===== config.mk =====
export PLATFORM = sky130hd
export DESIGN_NAME = o_serdes_tx
export DESIGN_NICKNAME = d
export VERILOG_FILES = /design/src/rtl/o_serdes_tx.sv
export SDC_FILE = /design/constraint.sdc
export NUM_CORES = 1
export LEC_CHECK = 0
export CORE_AREA = 5 5 42 44
export DETAILED_ROUTE_END_ITERATION = 8
export DIE_AREA = 0 0 47 49
export SLEW_MARGIN = 10
export SYNTH_ARGS = -nofsm -noshare
export SYNTH_HDL_FRONTEND = slang
export SYNTH_SLANG_ARGS = --single-unit
export TNS_END_PERCENT = 100

===== constraint.sdc =====
create_clock -name CLK -period 1.4 [get_ports CLK]
set_input_delay 0.14 -clock CLK [delete_from_list [all_inputs] [get_ports CLK]]
set_output_delay 0.14 -clock CLK [all_outputs]
set_load 0.1 [all_outputs]

===== src/rtl/o_serdes_tx.sv =====
// LSB-first serializer of WIDTH-bit words with per-word output enable; D[0] on Q the edge after accept.
// DATA_READY opens in IDLE and on the last bit, so words stream gap-free; a missed boundary pulses UNDERRUN.
module o_serdes_tx #(
  parameter int   WIDTH      = 4,
  parameter logic IDLE_VALUE = 1'b0,
  parameter logic IDLE_OE    = 1'b0
) (
  input  logic             CLK,
  input  logic             RST,
  input  logic [WIDTH-1:0] D,
  input  logic             DATA_VALID,
  input  logic             OE_IN,
  output logic             DATA_READY,
  output logic             Q,
  output logic             OE_OUT,
  output logic             UNDERRUN
);

  localparam int CW = $clog2(WIDTH);
  localparam logic [CW-1:0] LAST = CW'(WIDTH - 1);

  if ((WIDTH < 3) || (WIDTH > 10)) begin : g_bad_width
    $fatal(1, "%m: WIDTH=%0d outside legal range 3..10", WIDTH);
  end
  if ((IDLE_VALUE !== 1'b0 && IDLE_VALUE !== 1'b1) || (IDLE_OE !== 1'b0 && IDLE_OE !== 1'b1)) begin : g_bad_idle
    $fatal(1, "%m: IDLE_VALUE/IDLE_OE must be 1-bit 0 or 1");
  end

  typedef enum logic {IDLE, SHIFT} state_t;

  state_t           state_q, state_d;
  logic [WIDTH-1:0] sr_q, sr_d;
  logic [CW-1:0]    cnt_q, cnt_d;
  logic             oe_q, oe_d;
  logic             q_q, q_d;
  logic             oe_out_q, oe_out_d;
  logic             underrun_q, underrun_d;
  logic             accept;

  assign DATA_READY = RST & ((state_q == IDLE) | ((state_q == SHIFT) & (cnt_q == LAST)));
  assign accept     = DATA_VALID & DATA_READY;
  assign Q          = q_q;
  assign OE_OUT     = oe_out_q;
  assign UNDERRUN   = underrun_q;

  always_ff @(posedge CLK or negedge RST) begin
    if (!RST) begin
      state_q    <= IDLE;
      sr_q       <= '0;
      cnt_q      <= '0;
      oe_q       <= 1'b0;
      q_q        <= IDLE_VALUE;
      oe_out_q   <= IDLE_OE;
      underrun_q <= 1'b0;
    end else begin
      state_q    <= state_d;
      sr_q       <= sr_d;
      cnt_q      <= cnt_d;
      oe_q       <= oe_d;
      q_q        <= q_d;
      oe_out_q   <= oe_out_d;
      underrun_q <= underrun_d;
    end
  end

  always_comb begin
    state_d    = state_q;
    sr_d       = sr_q;
    cnt_d      = cnt_q;
    oe_d       = oe_q;
    q_d        = q_q;
    oe_out_d   = oe_out_q;
    underrun_d = 1'b0;
    if (accept) begin
      // A new word preempts the idle/underrun path, giving gap-free streaming.
      q_d      = D[0];
      oe_out_d = OE_IN;
      sr_d     = D >> 1;
      oe_d     = OE_IN;
      cnt_d    = '0;
      state_d  = SHIFT;
    end else begin
      case (state_q)
        SHIFT: begin
          if (cnt_q != LAST) begin
            q_d      = sr_q[0];
            sr_d     = sr_q >> 1;
            oe_out_d = oe_q;
            cnt_d    = cnt_q + CW'(1);
          end else begin
            state_d    = IDLE;
            q_d        = IDLE_VALUE;
            oe_out_d   = IDLE_OE;
            underrun_d = 1'b1;
          end
        end
        default: begin
          q_d      = IDLE_VALUE;
          oe_out_d = IDLE_OE;
        end
      endcase
    end
  end

endmodule


# [Word-level counts from Yosys, hierarchy flattened]
# Cells that the tools add are included.
# Widths: inputs -> output; s select.
[op_classes] add_sub_neg=1 n_eq_ne=2 n_mux=18 bitwise=5 reduce_logical=3
[ops] op="$mux 1" n=12
[ops] op="$mux 4" n=3
[ops] op="$mux 2" n=3
[ops] op="$reduce_bool 2->1" n=2
[ops] op="$and 1x1->1" n=3
[ops] op="$add 2x1->2 const B" n=1
[ops] op="$eq 2x2->1 const B" n=1
[ops] op="$ne 2x2->1 const B" n=1
[ops] op="$reduce_and 2->1" n=1
[ops] op="$not 1->1" n=1
[ops] op="$or 1x1->1" n=1
[word_totals] ff_bits=11 in_bits=8 output_inout_bits=4 wordCells=36

# [Logic depth before layout (Yosys ltp)]
# Gate-level depths: netlist of run 1.
[depth] ltp_word=7 ltp_mapped=5 depth_no_buf=4

# [Least setup slack after synthesis of run 1]
# OpenSTA, ideal clock, no wires.
[synth_timing] path_kind="flip-flop to output port" startpoint="register cnt_q[0]" endpoint="output DATA_READY" arrival_time_ns=1.481 slack_ns=-0.221 stages_incl_launch_ff=4 path_buffers=0 cell_sequence="dfrtp_1 -> ha_1 -> or2b_1 -> and2_1"
[synth_between] elab_chain_cells=4
[synth_rtl] element="from (decl)" line_no="33" rtl="logic [CW-1:0] cnt_q, cnt_d;"
[synth_rtl] element="from (signal assigned)" line_no="58" rtl="cnt_q <= cnt_d;"
[synth_rtl] element="$eq 2x2->1" line_no="40" rtl="assign DATA_READY = RST & ((state_q == IDLE) | ((state_q == SHIFT) & (cnt_q == LAST)));"
[synth_rtl] element="$and 1x1->1" line_no="40"
[synth_rtl] element="$or 1x1->1" line_no="40"
[synth_rtl] element="$and 1x1->1" line_no="40"
[synth_rtl] element="to (decl)" line_no="13" rtl="output logic DATA_READY,"
# Every way passes these cells.

# [Final worst setup path of run 1]
[layout_timing] startpoint="register cnt_q[1]" endpoint="output DATA_READY"
# Same word-level chain as after synthesis.

==> flow_summary.ini, run 1 <==
[setup_path]
start_kind = flop
regToRegSetupSlack_ns = 0.08
worstPathRequired_ns = 1.26
criticalPathCategory = reg -> out
timing.rr.end = cnt_q[0]
endpoint_kind = primary output
regToRegStartpoint = cnt_q[1]
reg2reg_depth = 6
arrival_ns = 1.38
critPathMaxFanout = 2

[synthesis]
synth_common_cells = dfrtp_1 (10), nand2_1 (6), nand3_1 (3), o21ai_0 (3), mux2i_1 (2)
ys_warn_count = 0
synth-edff-count = 0
syn_inst = 36
synth_top_area_frac = 0.571
synth_area_sq_um = 438
yosys.cell_count.top_type = dfrtp_1
synth_cell_types = 17
yosys-top-cells-area = dfrtp_1 (57%), nand2_1 (5.1%), mux2i_1 (4.6%)
synth-seq-area-share = 0.571
ys_ff_latch = 10
syn_nets = 45
avgSynthCellArea_sq_um = 12.2
ys_async_sr_fraction = 1.00
synth-main-ff-cell = dfrtp_1
yosys.area.top_type = dfrtp_1

[power_and_ir_drop]
p_comb_frac = 0.574
p_sw_mw = 0.712
p_seq_frac = 0.274
swShare = 0.407
p_per_area_nw_per_um2 = 2450
intPower_mw = 1.04
p_clk_frac = 0.152
peakVddDrop_mv = 0.773
leakagePower_nw = 0.347

[sta]
finalCritPeriodShare = 1.08
layout_setup_ws_ns = -0.117
worst_pin_slew_ns = 0.143
max_freq_ghz = 0.659
finalSetupViolCount = 1
timing.clock.skew_ns = 0.00548
min_period_ns = 1.52
rsz0062_at_grt = yes
finalHoldViolCount = 0
maxSlewHeadroom = 0.904
tns_ns = -0.117
slew_violations = 0

[run]
timing.max_cap.violations = 0

[die]
die_y_um = 49
start_util = 0.313
rows = 14
pin_count = 12
core-area_sq_um = 1400
die-area_sq_um = 2300
die_w_um = 47

[global_routing]
overflow = 0
grt_use_total = 0.0862
grt_pass1_wl_um = 1370
grt_max_degree = 9
antenna_found_initial = 0
grt_pass1_vias = 317

[place]
gp_congestion = 0.657
io_buffers = 11
placedCellCount = 68
hpwl_um = 596
placed_area_sq_um = 643

[cells_and_area]
fin_area_sq_um = 713
final_util = 0.509
num_antenna_cells = 0
areaGrowthSynthToFinish_pct = 62.9
drive_gt1_frac = 0.433
fin_cells = 76
final_nets = 70

[clock_network]
clock_latency_ns = 0.27
cts_sinks = 10
cts_tree = built
htree_levels = 1
numCtsBuffers = 3
holdBufCountCts = 0
cts_buffer_depth = 2
root_buffer = clkbuf_4
clkTransAtPathRegs_ns = 0.07

[worst_hold_path]
min_path_type = in -> async

[detailed_routing]
firstDrtPassIters = 3
via_per_inst = 4.57
drcViolationCount = 0
vias = 347
drtIter0Drc = 6
finalWirelength_um = 837
antenna_left = 0
avgRoutedWirePerCell_um = 11.0

[outcome]
status = finished with violations
violations = setup timing
## logic make-up after synthesis
family	Yosys count	share of synthesized area
AO/OA/AOI/OAI	6	0.0886
flip-flops	10	0.571
buffers and inverters	1	0.0257
multiplexers	3	0.0800
adder cells (fa/ha/maj)	1	0.0286
AND/OR/NAND/NOR	15	0.206
## state kept, by name, summed over array words and instances (netlist names)
name and flops:
OE_OUT 1, cnt_q 2, sr_q 3, UNDERRUN 1
Q 1, state_q 1, oe_q 1
## power by group through the flow
| stage | Combinational (mW) | Clock (mW) | Sequential, mW |
|---|---|---|---|
| 3_5_place_dp | 0.909 | 0 | 0.484 |
| 5_1_grt | 1.06 | 0.294 | 0.498 |
| 6_report | 1.00 | 0.267 | 0.480 |
| 4_1_cts | 0.956 | 0.275 | 0.476 |
| 2_1_floorplan | 0.402 | 0 | 0.678 |
| 3_3_place_gp | 0.907 | 0 | 0.481 |
## area by class of cell
| class | count | area, sq um |
|---|---|---|
| fill | 138 | 688 |
| sequential | 10 | 250 |
| timing repair buffer | 21 | 225 |
| multi-input combinational | 25 | 181 |
| clock buffer | 4 | 36.3 |
| tap | 16 | 20.0 |
## critical path: stages, from the launching register on
cell and delay, ns:
dfrtp_1 0.40, ha_2 0.18, or2b_1 0.23, and2_4 0.15
buf_12 0.16
## worst max-delay path by stage
stage                     slack (ns)  depth (start not counted)    endpoint      from
after floorplan                0.001                          3  DATA_READY  cnt_q[0]
after global placement          0.09                          5        oe_q  cnt_q[0]
after detailed placement        0.07                          4  DATA_READY  cnt_q[0]
after CTS                      -0.12                          4  DATA_READY  cnt_q[1]
after global routing           -0.17                          4  DATA_READY  cnt_q[1]
final                          -0.12                          4  DATA_READY  cnt_q[1]
## cell usage in the layout, fill, tap and decap left out
cell             instances
clkbuf_4                 3
and2_4                   1
nand2_1                  6
dfrtp_1                 10
o21ai_0                  3
mux2i_1                  2
buf_4                   10
nor2b_4                  1
a21oi_1                  1
clkbuf_8                 1
nand3_1                  3
buf_12                   4
nor2_4                   1
or2b_1                   1
nand2_2                  1
a22o_1                   1
a22o_2                   1
clkdlybuf4s50_1          7
ha_2                     1
and3_2                   1
mux2_4                   1
## per-layer routing
| layer | vias to the layer above | wire length, um | track usage |
|---|---|---|---|
| met2 | 9 | 437 | 0.115 |
| met5 | - | 0 | 0 |
| met4 | 0 | 4 | 0.0691 |
| li1 | 170 | - | - |
| met3 | 2 | 61 | 0.0221 |
| met1 | 166 | 333 | 0.112 |
## per-stage QoR
| step | setup slack, ns | power [mW] | hold WS, ns |
|---|---|---|---|
| final | -0.117 | 1.75 | 0.192 |
| after detailed placement | 0.0694 | 1.39 | 0.475 |
| after CTS | -0.123 | 1.71 | 0.186 |
| after floorplan | 0.00129 | 1.08 | -0.156 |
| after global routing | -0.175 | 1.85 | 0.192 |
| after global placement | 0.0912 | 1.39 | 0.473 |
## repair_timing
item                                   in CTS  in global routing
gates resized for setup                     2                  0
setup endpoints to repair                   1                  3
pin swaps                                   3                  2
endpoints found under the hold margin       0                  0
setup buffers                               2                  3
No activity file was read; power rests on OpenSTA's default activity.
==> run 2: changes to the inputs <==
--- a/config.mk
+++ b/config.mk
@@ -8,6 +8,8 @@
 export CORE_AREA = 5 5 42 44
 export DETAILED_ROUTE_END_ITERATION = 8
 export DIE_AREA = 0 0 47 49
+export GPL_ROUTABILITY_DRIVEN = 1
+export PLACE_DENSITY = 0.66
 export SLEW_MARGIN = 10
 export SYNTH_ARGS = -nofsm -noshare
 export SYNTH_HDL_FRONTEND = slang
==> run 2 against run 1 <==
Effect of this change: the flow still finishes with violations (setup timing); via count down 4.3%; flip-flop and latch count is the same; fmax is 0.74% higher; clock skew down 0.0051 ns; non-clock buffer count fell by 3; sequential share of layout area increased by 1.1 points; die area unchanged; final cell count fell by 3.9%; first-iteration DRC count fell by 67%; power fell by 4.4%; final area decreased by 3.2%; critical endpoint unchanged; largest power group unchanged.
==> flow_summary.ini, run 2 (same netlist as run 1, synthesis figures left out) <==
[outcome]
status = finished with violations
violations = setup timing

[setup_path]
arrival_ns = 1.37
crit_buf_inv = 1
slowest_stage = dfrtp_1
endpoint_kind = primary output
path_delay_family = flip-flops
cp_num_cells = 4
reg2reg_depth = 6
worstPathRequired_ns = 1.26
regToRegStartpoint = cnt_q[0]
crit_end = DATA_READY
criticalPathCategory = reg -> out
timing.rr.end = cnt_q[0]
cp_slowest_stage_delay_ns = 0.40
crit_start = cnt_q[0]
critPathMaxFanout = 3
start_kind = flop
regToRegSetupSlack_ns = 0.07
path_cells = ha_2, or2b_1, and2_4, buf_12

[cells_and_area]
final_cell_mix = dfrtp_1 (10), clkdlybuf4s50_1 (7), buf_4 (7), nand2_1 (6), buf_12 (4)
top_regs = sr_q x3, cnt_q x2
fin_area_sq_um = 691
num_antenna_cells = 0
layout_commonest_cell = dfrtp_1
drive_gt1_frac = 0.404
fin_cells = 73
largest_reg_flops = 3
areaGrowthSynthToFinish_pct = 57.7
largest-register = sr_q
final_nets = 67

[global_routing]
grt_use_total = 0.0740
busiest_layer = met2
grtUsageMet2 = 0.102
grt_max_degree = 9
use_met3 = 0.0221
grt_pass1_wl_um = 1190
globalRouteMet1Util = 0.0932
antenna_found_initial = 0
overflow = 0
grt_pass1_vias = 300

[die]
die_y_um = 49
die_w_um = 47
start_util = 0.313
core-area_sq_um = 1400
rows = 14
pin_count = 12
die-area_sq_um = 2300

[place]
placedCellCount = 68
placed_area_sq_um = 643
hpwl_um = 593
io_buffers = 11
gp_congestion = 0.685
dpl_worst_slack_ns = 0.0707

[sta]
tns_ns = -0.106
min_period_ns = 1.51
rsz0062_at_grt = yes
finalHoldViolCount = 0
max_freq_ghz = 0.664
timing.clock.skew_ns = 0.000363
slew_violations = 0
worst_pin_slew_ns = 0.152
maxSlewHeadroom = 0.898
layout_setup_ws_ns = -0.106
finalSetupViolCount = 1
finalCritPeriodShare = 1.08

[power_and_ir_drop]
leakagePower_nw = 0.332
p_per_area_nw_per_um2 = 2420
peakVddDrop_mv = 0.924

[detailed_routing]
finalWirelength_um = 727
firstDrtPassIters = 2
via_per_inst = 4.55
drcViolationCount = 0
vias = 332
avgRoutedWirePerCell_um = 9.96
antenna_left = 0
drtIter0Drc = 2

[run]
timing.max_cap.violations = 0

[clock_network]
numCtsBuffers = 3
htree_levels = 1
clkTransAtPathRegs_ns = 0.06
clock_latency_ns = 0.26
root_buffer = clkbuf_4
cts_sinks = 10
cts_tree = built
cts_buffer_depth = 2

[worst_hold_path]
min_path_type = in -> async
[run 2: changes by cell type in the layout (fill, tap and decap cells not counted), sizes merged]
cell  previous run  this run
buf             14        11
[run 2: layout make-up]
| cell class | count | area [sq um] |
|---|---|---|
| fillers | 143 | 711 |
| flip-flops and latches | 10 | 250 |
| repair buffers | 18 | 203 |
| multi-input cells | 25 | 181 |
| clock buffers | 4 | 36.3 |
| well taps | 16 | 20.0 |
[run 2: worst min-delay path by stage]
stage | start | endpoint | slack [ns] | depth (start not counted)
2_1_floorplan | RST | OE_OUT | -0.16 | 0
5_1_grt | RST | sr_q[0] | 0.25 | 2
3_5_place_dp | sr_q[1] | sr_q[0] | 0.48 | 2
4_1_cts | RST | sr_q[0] | 0.23 | 2
3_3_place_gp | sr_q[1] | sr_q[0] | 0.47 | 2
6_report | RST | sr_q[0] | 0.23 | 2
[run 2: through the flow]
stage	power, mW	hold WS, ns	utilization
finish	1.67	0.227	0.493
global route	1.77	0.251	0.493
CTS	1.69	0.227	0.493
detailed placement	1.40	0.484	0.459
global placement	1.38	0.472	0.459
floorplan	1.08	-0.156	-
[run 2: worst register-to-register path: cells and delay by family (launching register included)]
| family | cells | cell delay [ns] |
|---|---|---|
| buffers and inverters | 2 | 0.26 |
| AO/OA/AOI/OAI | 1 | 0.08 |
| adder cells (fa/ha/maj) | 1 | 0.18 |
| AND/OR/NAND/NOR | 2 | 0.29 |
| flip-flops | 1 | 0.40 |
[run 2: repair_timing]
action                                 in CTS  in global routing
resized for setup                           2                  0
endpoints found under the hold margin       0                  0
buffers inserted                            1                  0
hold buffers                                0                  0
setup endpoints to repair                   1                  1
pin swaps                                   2                  0
[run 2: power breakdown]
part | switching (mW) | total (mW) | internal, mW
combinational | 0.514 | 0.939 | 0.425
sequential | 0.0734 | 0.480 | 0.407
clock | 0.0965 | 0.254 | 0.158
total | 0.684 | 1.67 | 0.989
[run 2: routing by layer]
layer | vias to the layer above | share of wire
met5 | - | 0
met4 | 0 | 0.017
met3 | 2 | 0.087
met2 | 10 | 0.48
met1 | 151 | 0.42
li1 | 169 | -
==> run 3: changes to the inputs <==
--- a/config.mk
+++ b/config.mk
@@ -9,7 +9,6 @@
 export DETAILED_ROUTE_END_ITERATION = 8
 export DIE_AREA = 0 0 47 49
 export GPL_ROUTABILITY_DRIVEN = 1
-export PLACE_DENSITY = 0.66
 export SLEW_MARGIN = 10
 export SYNTH_ARGS = -nofsm -noshare
 export SYNTH_HDL_FRONTEND = slang
==> results of run 3 <==
The final DEF is identical to that of run 1; final timing and power are the same.
